[src/rtl/ppu_vram_arbiter.sv]
// Shares the single PPU VRAM port between background fetches (fixed priority) and a
// one-entry buffered CPU PPUDATA access; each access holds the port for MEM_LAT clocks.
module ppu_vram_arbiter #(
    parameter int AW      = 14,
    parameter int DW      = 8,
    parameter int MEM_LAT = 2
) (
    input  logic          clk,
    input  logic          rst_n,
    input  logic          rendering_active_i,
    input  logic          rnd_req_i,
    input  logic [AW-1:0] rnd_addr_i,
    output logic          rnd_gnt_o,
    output logic          rnd_rvalid_o,
    output logic [DW-1:0] rnd_rdata_o,
    input  logic          cpu_req_i,
    input  logic          cpu_we_i,
    input  logic [AW-1:0] cpu_addr_i,
    input  logic [DW-1:0] cpu_wdata_i,
    output logic          cpu_busy_o,
    output logic          cpu_done_o,
    output logic [DW-1:0] cpu_rdata_o,
    output logic          cpu_overrun_o,
    input  logic          cpu_overrun_clr_i,
    output logic          vram_en_o,
    output logic          vram_we_o,
    output logic [AW-1:0] vram_addr_o,
    output logic [DW-1:0] vram_wdata_o,
    input  logic [DW-1:0] vram_rdata_i
);

    localparam logic [2:0] CNT_INIT = 3'(MEM_LAT - 1);

    typedef enum logic [1:0] {
        ST_IDLE   = 2'd0,
        ST_ACCESS = 2'd1,
        ST_RESP   = 2'd2
    } state_e;

    state_e          state_q;
    logic [2:0]      cnt_q;
    logic            owner_cpu_q;
    logic            vram_en_q;
    logic            vram_we_q;
    logic [AW-1:0]   vram_addr_q;
    logic [DW-1:0]   vram_wdata_q;
    logic            rnd_rvalid_q;
    logic [DW-1:0]   rnd_rdata_q;
    logic            cpu_done_q;
    logic [DW-1:0]   cpu_rdata_q;
    logic            busy_q;
    logic            buf_we_q;
    logic [AW-1:0]   buf_addr_q;
    logic [DW-1:0]   buf_wdata_q;
    logic            overrun_q;

    logic            arb_free_s;
    logic            gnt_rnd_s;
    logic            gnt_cpu_s;
    logic            cpu_fin_s;

    // Arbitration: render first; a buffered CPU access only while rendering is inactive
    always_comb begin
        arb_free_s = (state_q != ST_ACCESS);
        gnt_rnd_s  = 1'b0;
        gnt_cpu_s  = 1'b0;
        if (arb_free_s && rnd_req_i) begin
            gnt_rnd_s = 1'b1;
        end else if (arb_free_s && busy_q && !rendering_active_i) begin
            gnt_cpu_s = 1'b1;
        end else begin
            gnt_rnd_s = 1'b0;
            gnt_cpu_s = 1'b0;
        end
        cpu_fin_s = (state_q == ST_ACCESS) && (cnt_q == 3'd0) && owner_cpu_q;
    end

    // Access sequencer: grant, hold the port MEM_LAT clocks, then respond
    always_ff @(posedge clk or negedge rst_n) begin
        if (!rst_n) begin
            state_q      <= ST_IDLE;
            cnt_q        <= 3'd0;
            owner_cpu_q  <= 1'b0;
            vram_en_q    <= 1'b0;
            vram_we_q    <= 1'b0;
            vram_addr_q  <= {AW{1'b0}};
            vram_wdata_q <= {DW{1'b0}};
            rnd_rvalid_q <= 1'b0;
            rnd_rdata_q  <= {DW{1'b0}};
            cpu_done_q   <= 1'b0;
            cpu_rdata_q  <= {DW{1'b0}};
        end else begin
            rnd_rvalid_q <= 1'b0;
            cpu_done_q   <= 1'b0;
            case (state_q)
                ST_IDLE, ST_RESP: begin
                    if (gnt_rnd_s || gnt_cpu_s) begin
                        state_q     <= ST_ACCESS;
                        cnt_q       <= CNT_INIT;
                        owner_cpu_q <= gnt_cpu_s;
                        vram_en_q   <= 1'b1;
                        vram_we_q   <= gnt_cpu_s && buf_we_q;
                        vram_addr_q <= gnt_cpu_s ? buf_addr_q : rnd_addr_i;
                        if (gnt_cpu_s) begin
                            vram_wdata_q <= buf_wdata_q;
                        end else begin
                            vram_wdata_q <= vram_wdata_q;
                        end
                    end else begin
                        state_q <= ST_IDLE;
                    end
                end
                ST_ACCESS: begin
                    if (cnt_q == 3'd0) begin
                        state_q   <= ST_RESP;
                        vram_en_q <= 1'b0;
                        vram_we_q <= 1'b0;
                        if (owner_cpu_q) begin
                            cpu_done_q <= 1'b1;
                            if (!buf_we_q) begin
                                cpu_rdata_q <= vram_rdata_i;
                            end else begin
                                cpu_rdata_q <= cpu_rdata_q;
                            end
                        end else begin
                            rnd_rvalid_q <= 1'b1;
                            rnd_rdata_q  <= vram_rdata_i;
                        end
                    end else begin
                        cnt_q <= cnt_q - 3'd1;
                    end
                end
                default: begin
                    state_q   <= ST_IDLE;
                    vram_en_q <= 1'b0;
                    vram_we_q <= 1'b0;
                end
            endcase
        end
    end

    // CPU buffer: capture when empty, free as the access responds, flag overruns
    always_ff @(posedge clk or negedge rst_n) begin
        if (!rst_n) begin
            busy_q      <= 1'b0;
            buf_we_q    <= 1'b0;
            buf_addr_q  <= {AW{1'b0}};
            buf_wdata_q <= {DW{1'b0}};
            overrun_q   <= 1'b0;
        end else begin
            if (cpu_req_i && !busy_q) begin
                busy_q      <= 1'b1;
                buf_we_q    <= cpu_we_i;
                buf_addr_q  <= cpu_addr_i;
                buf_wdata_q <= cpu_wdata_i;
            end else if (cpu_fin_s) begin
                busy_q <= 1'b0;
            end else begin
                busy_q <= busy_q;
            end
            if (cpu_req_i && busy_q) begin
                overrun_q <= 1'b1;
            end else if (cpu_overrun_clr_i) begin
                overrun_q <= 1'b0;
            end else begin
                overrun_q <= overrun_q;
            end
        end
    end

    assign rnd_gnt_o     = rst_n && gnt_rnd_s;
    assign rnd_rvalid_o  = rnd_rvalid_q;
    assign rnd_rdata_o   = rnd_rdata_q;
    assign cpu_busy_o    = busy_q;
    assign cpu_done_o    = cpu_done_q;
    assign cpu_rdata_o   = cpu_rdata_q;
    assign cpu_overrun_o = overrun_q;
    assign vram_en_o     = vram_en_q;
    assign vram_we_o     = vram_we_q;
    assign vram_addr_o   = vram_addr_q;
    assign vram_wdata_o  = vram_wdata_q;

endmodule

[config.mk]
export PLATFORM = sky130hd
export DESIGN_NAME = ppu_vram_arbiter
export DESIGN_NICKNAME = d
export VERILOG_FILES = /design/src/rtl/ppu_vram_arbiter.sv
export SDC_FILE = /design/constraint.sdc
export NUM_CORES = 1
export LEC_CHECK = 0
export BUFFER_PORTS_ARGS = -buffer_cell sky130_fd_sc_hd__buf_2
export CORE_MARGIN = 2
export CORE_UTILIZATION = 50
export CTS_CLUSTER_SIZE = 25
export DETAILED_ROUTE_END_ITERATION = 12
export PLACE_DENSITY_LB_ADDON = 0.3
export REMOVE_ABC_BUFFERS = 1
export SLEW_MARGIN = 0
export SYNTH_ARGS = -nofsm -noshare
export SYNTH_HDL_FRONTEND = slang
export SYNTH_SLANG_ARGS = --single-unit
[constraint.sdc]
create_clock -name clk -period 4 [get_ports clk]
set_input_delay 0.6 -clock clk [delete_from_list [all_inputs] [get_ports clk]]
set_output_delay 0.6 -clock clk [all_outputs]
set_load 0.005 [all_outputs]
; Word level (Yosys, flattened, before mapping)
; Index checks and enable logic that the tools add are counted.
[totals]
ff_bits = 73
inputBits = 51
out_inout_bits = 45
[op_classes]
add_sub_neg = 1
n_eq_ne = 6
mux = 25
bitwise = 2
reduce_logical = 24
[op_table]
columns = operator, n
row1 = 1-bit two-way mux, 17
row2 = 14-bit two-way mux, 1
row3 = 1-bit logical AND, 9
row4 = 3-bit AND reduction, 3
row5 = 3-bit two-way mux, 2
row6 = 3-bit case mux with 2 select lines, 1
row7 = 2-bit nonzero test, 3
row8 = 2-bit by 1-bit != test with 1-bit output (second input constant), 2
row9 = 2-bit != test (second input constant), 2
row10 = 1-bit case mux with 2 select lines, 2
row11 = 2-bit case mux with 2 select lines, 1
row12 = 2-bit AND reduction, 2
row13 = 4-bit AND reduction, 1
row14 = 3-bit zero test, 1
row15 = 3-bit by 1-bit subtractor with 3-bit output (second input constant), 1
row16 = 2-bit by 1-bit equality test with 1-bit output (second input constant), 1
row17 = 2-bit equality test (second input constant), 1
row18 = 1-bit zero test, 2
row19 = 2-bit zero test, 1
row20 = 2-bit two-way mux, 1
row21 = 1-bit NOT, 2
row22 = 2-bit OR reduction, 1
row23 = 1-bit logical OR, 1

; Logic depth before layout (Yosys ltp)
[logic_depth]
ltp_word = 8
depth_mapped = 7

; Least setup slack after synthesis
; Ideal clock, no wire load.
[synth_path]
path_type = input to register
start = input port rendering_active_i
end = register vram_wdata_q[0] (netlist: vram_wdata_o[0])
t_arrival_ps = 1653
t_required_ps = 3875
slack_ps = 2222
cell_stages = 4
path_cell_list = nand2b_1 clkbuf_1 nor3_2 mux2_2
[synth_between]
elab_chain_len = 6
[synth_lines]
columns = element, line
row1 = "start, declared", 10  ; input logic rendering_active_i,
row2 = 1-bit zero test (*), 69  ; end else if (arb_free_s && busy_q && !rendering_active_i) begin
row3 = 1-bit logical AND (*), 69
row4 = 1-bit two-way mux (*), 69
row5 = 1-bit two-way mux (*), 67  ; if (arb_free_s && rnd_req_i) begin
row6 = 1-bit logical OR, 97  ; if (gnt_rnd_s || gnt_cpu_s) begin
row7 = 3-bit AND reduction (no line) (*), n/a
row8 = "end signal, assigned", 87  ; vram_wdata_q <= {DW{1'b0}};
row9 = "end signal, assigned", 105  ; vram_wdata_q <= buf_wdata_q;
row10 = "end signal, assigned", 107  ; vram_wdata_q <= vram_wdata_q;
row11 = "end, declared", 46  ; logic [DW-1:0] vram_wdata_q;
; Every way passes the cells marked *; elsewhere a longest branch is shown, timed or not.
; A chain may end at the register's enable or synchronous reset.

; Worst setup path in the final report
[layout_path]
start = register state_q[0]
end = output port rnd_gnt_o
[layout_between]
elab_chain_len = 4
[layout_lines]
columns = element, line
row1 = "start, declared", 40  ; state_e state_q;
row2 = "start signal, assigned", 81  ; state_q <= ST_IDLE;
row3 = "start signal, assigned", 98  ; state_q <= ST_ACCESS;
row4 = "start signal, assigned", 110  ; state_q <= ST_IDLE;
row5 = 2-bit by 1-bit != test with 1-bit output, 64  ; arb_free_s = (state_q != ST_ACCESS);
row6 = 1-bit logical AND, 67
row7 = 1-bit two-way mux, 67
row8 = 1-bit logical AND, 171  ; assign rnd_gnt_o = rst_n && gnt_rnd_s;
row9 = "end, declared", 13  ; output logic rnd_gnt_o,
; Every way passes these cells.

==> out/metrics.cfg <==
[clocking]
cts_tree=done
cts_hold_buf=0
cts_resized=0
clock_sinks=73
clock-root-buffer=clkbuf_8
clockBufferDepth=2
clk_pin_slew_ns=0.07
insertion_delay_ns=0.33
cts_inserted_buffers=9
h-tree-depth=3
post_cts_buffers=0

[pwr]
power.total_mw=2.88
ir_worst_vdd_mv=0.397
p_leak_nw=1.83
p_per_area_mw_per_mm2=776

[timing]
hold_viol=0
rsz0062_at_grt=false
fmax_ghz=0.495
finClkSkew_ns=0.00874
tns_ns=0
fin_crit_sh=0.505
hold-worst-slack_ns=0.456
worstMarginPinSlew_ns=0.906
relSlewSlack=0.392
finalSetupViolCount=0
fin_crit_ns=2.02
drv_slew=0

[grt]
grt_pass1_vias=2047
grtUsageTotal=0.192
grt_antenna_before_repair=0
grt_overflow=0
grt_max_degree=74
grt_first_pass_wirelength_mm=9.40

[synth]
synth_most_common_cell=dfrtp_1
netlist_top_cells_area=dfrtp_1 (62%), mux2_2 (15%), nand2_1 (4.3%)
synthFlopType=dfrtp_1
yosysWarnings=0
syn_avg_cell_area_sq_um=12.8
synth-edff-count=0
async_flop_share=1.00
synth.top_cells.by_count=dfrtp_1 (73), mux2_2 (40), nand2_1 (34)
yosysSeqAreaShare=0.618
yosys_register_bits=73
netlist_area_sq_mm=0.00296
synth_top_area_frac=0.618
synth_cell_type_count=29
syn_inst=231
yosys.area.top_type=dfrtp_1

[cells_and_area]
multi_input_area_sq_mm=0.00104
fin_cells=408
finish.instance_area_sq_mm=0.00372
drive_gt1_frac=0.502
seq_area_sq_mm=0.00183
n_fill_cell=503
diodes=0
syn_to_final_growth_pct=25.6
final_nets=381

[route]
antenna_left=0
post_drt_wl_per_cell_um=14.3
postRouteWirelength_mm=5.85
drc=0
drtPass1Iterations=4
drt_iter0_markers=79
viasPerCell=5.05
vias=2062

[place]
portBuffers=95
place_area_sq_mm=0.00350
dp.cells=392
gp_congestion=0.754
dp_hpwl_mm=4.21

[die]
dieArea_sq_mm=0.00655
io_pins=96
start_util=0.509
fp-row-count=28
die_h_um=80.9
coreArea_sq_mm=0.00582
die_w_um=80.9

[critical_path]
worst-r2r-cell-count=6
timing.rr.end=cpu_rdata_o[6]$_DFFE_PN0P_
cp.arrival_ns=1.42
r2r_start=cnt_q[0]$_DFFE_PN0P_
cp_max_fo=7
path_class=flop to output port
end_kind=output port
cp.required_ns=3.40
startpoint_type=flop
ff2ff_setup_slack_ns=2.10

[worst_hold_path]
hp-class=input port to flop
hold_end=cpu_overrun_o$_DFFE_PN0P_
min-delay-start=cpu_overrun_clr_i
hold-path-cell-count=2

[flow_run]
drv_cap=0

[status]
outcome=finished, final reports clean

-- state kept, by name (all words and copies together) (netlist names) --
signal         flops
vram_we_o          1
cpu_done_o         1
vram_wdata_o       8
cnt_q              3
cpu_busy_o         1
vram_en_o          1
rnd_rvalid_o       1
cpu_rdata_o        8
owner_cpu_q        1
buf_we_q           1
buf_wdata_q        8
cpu_overrun_o      1
rnd_rdata_o        8
buf_addr_q        14
vram_addr_o       14
state_q            2
-- final cells by class --
cell class / instances / share of cell area
clock inverter: 5 / 0.0212
clock buffer: 11 / 0.0380
timing repair buffer: 98 / 0.135
sequential: 73 / 0.492
tap: 75 / 0.0253
multi-input combinational: 138 / 0.281
inverter: 8 / 0.00808
-- logic make-up after synthesis --
group | count (synthesis) | synth area share
AND/OR/NAND/NOR | 64 | 0.0977
buffers and inverters | 20 | 0.0313
adder cells (fa/ha/maj) | 2 | 0.00846
flip-flops | 73 | 0.618
AO/OA/AOI/OAI | 23 | 0.0486
multiplexers | 49 | 0.196
-- worst max-delay path: stages (launching register included) --
cell,delay (ns)
dfrtp_1,0.48
or2b_1,0.29
and3_1,0.20
buf_2,0.12
-- per-stage QoR --
step,setup slack [ns],utilization
4_1_cts,1.96,0.639
3_3_place_gp,1.88,0.601
2_1_floorplan,1.36,-
5_1_grt,1.90,0.639
6_report,1.98,0.639
3_5_place_dp,1.83,0.601
-- power breakdown --
group	leakage, nW	internal [mW]	switching [mW]
clock	0.113	0.368	0.254
sequential	0.862	1.10	0.198
combinational	0.857	0.542	0.421
total	1.83	2.01	0.873
-- worst max-delay path by stage --
stage          cells past startpoint                     endpoint                   start
2_1_floorplan                      4         cnt_q[1]$_DFFE_PN0P_      rendering_active_i
3_3_place_gp                       4  vram_wdata_o[7]$_DFFE_PN0P_      rendering_active_i
3_5_place_dp                       4  vram_wdata_o[1]$_DFFE_PN0P_      rendering_active_i
4_1_cts                            3                    rnd_gnt_o  state_q[0]$_DFFE_PN0P_
5_1_grt                            3                    rnd_gnt_o  state_q[0]$_DFFE_PN0P_
6_report                           3                    rnd_gnt_o  state_q[0]$_DFFE_PN0P_
-- per-layer routing --
| metal | GRT usage | up-vias | part of all wire |
|---|---|---|---|
| met5 | 0 | - | 0 |
| met4 | 0.0932 | 0 | 0.021 |
| met3 | 0.0511 | 10 | 0.048 |
| met2 | 0.297 | 57 | 0.49 |
| met1 | 0.252 | 1012 | 0.44 |
| li1 | - | 983 | - |
-- cell usage in the layout, fill, tap and decap left out, drive strengths merged --
cell type	synthesis	final
or2b	1	1
clkinv	0	3
dfrtp	73	73
nor3	3	3
bufinv	0	2
nand2b	1	1
buf	9	98
and2	1	1
a31oi	14	14
o21bai	1	1
mux2i	1	1
a2bb2oi	1	1
nand2	35	35
mux2	48	48
or3	2	2
and4bb	1	1
o21ai	2	2
inv	8	8
and3	1	1
nor2b	2	2
a21o	1	1
ha	2	2
a21oi	3	3
clkbuf	3	11
or2	1	1
nor2	16	16
o31ai	1	1
No activity file was read; power rests on OpenSTA's default activity.
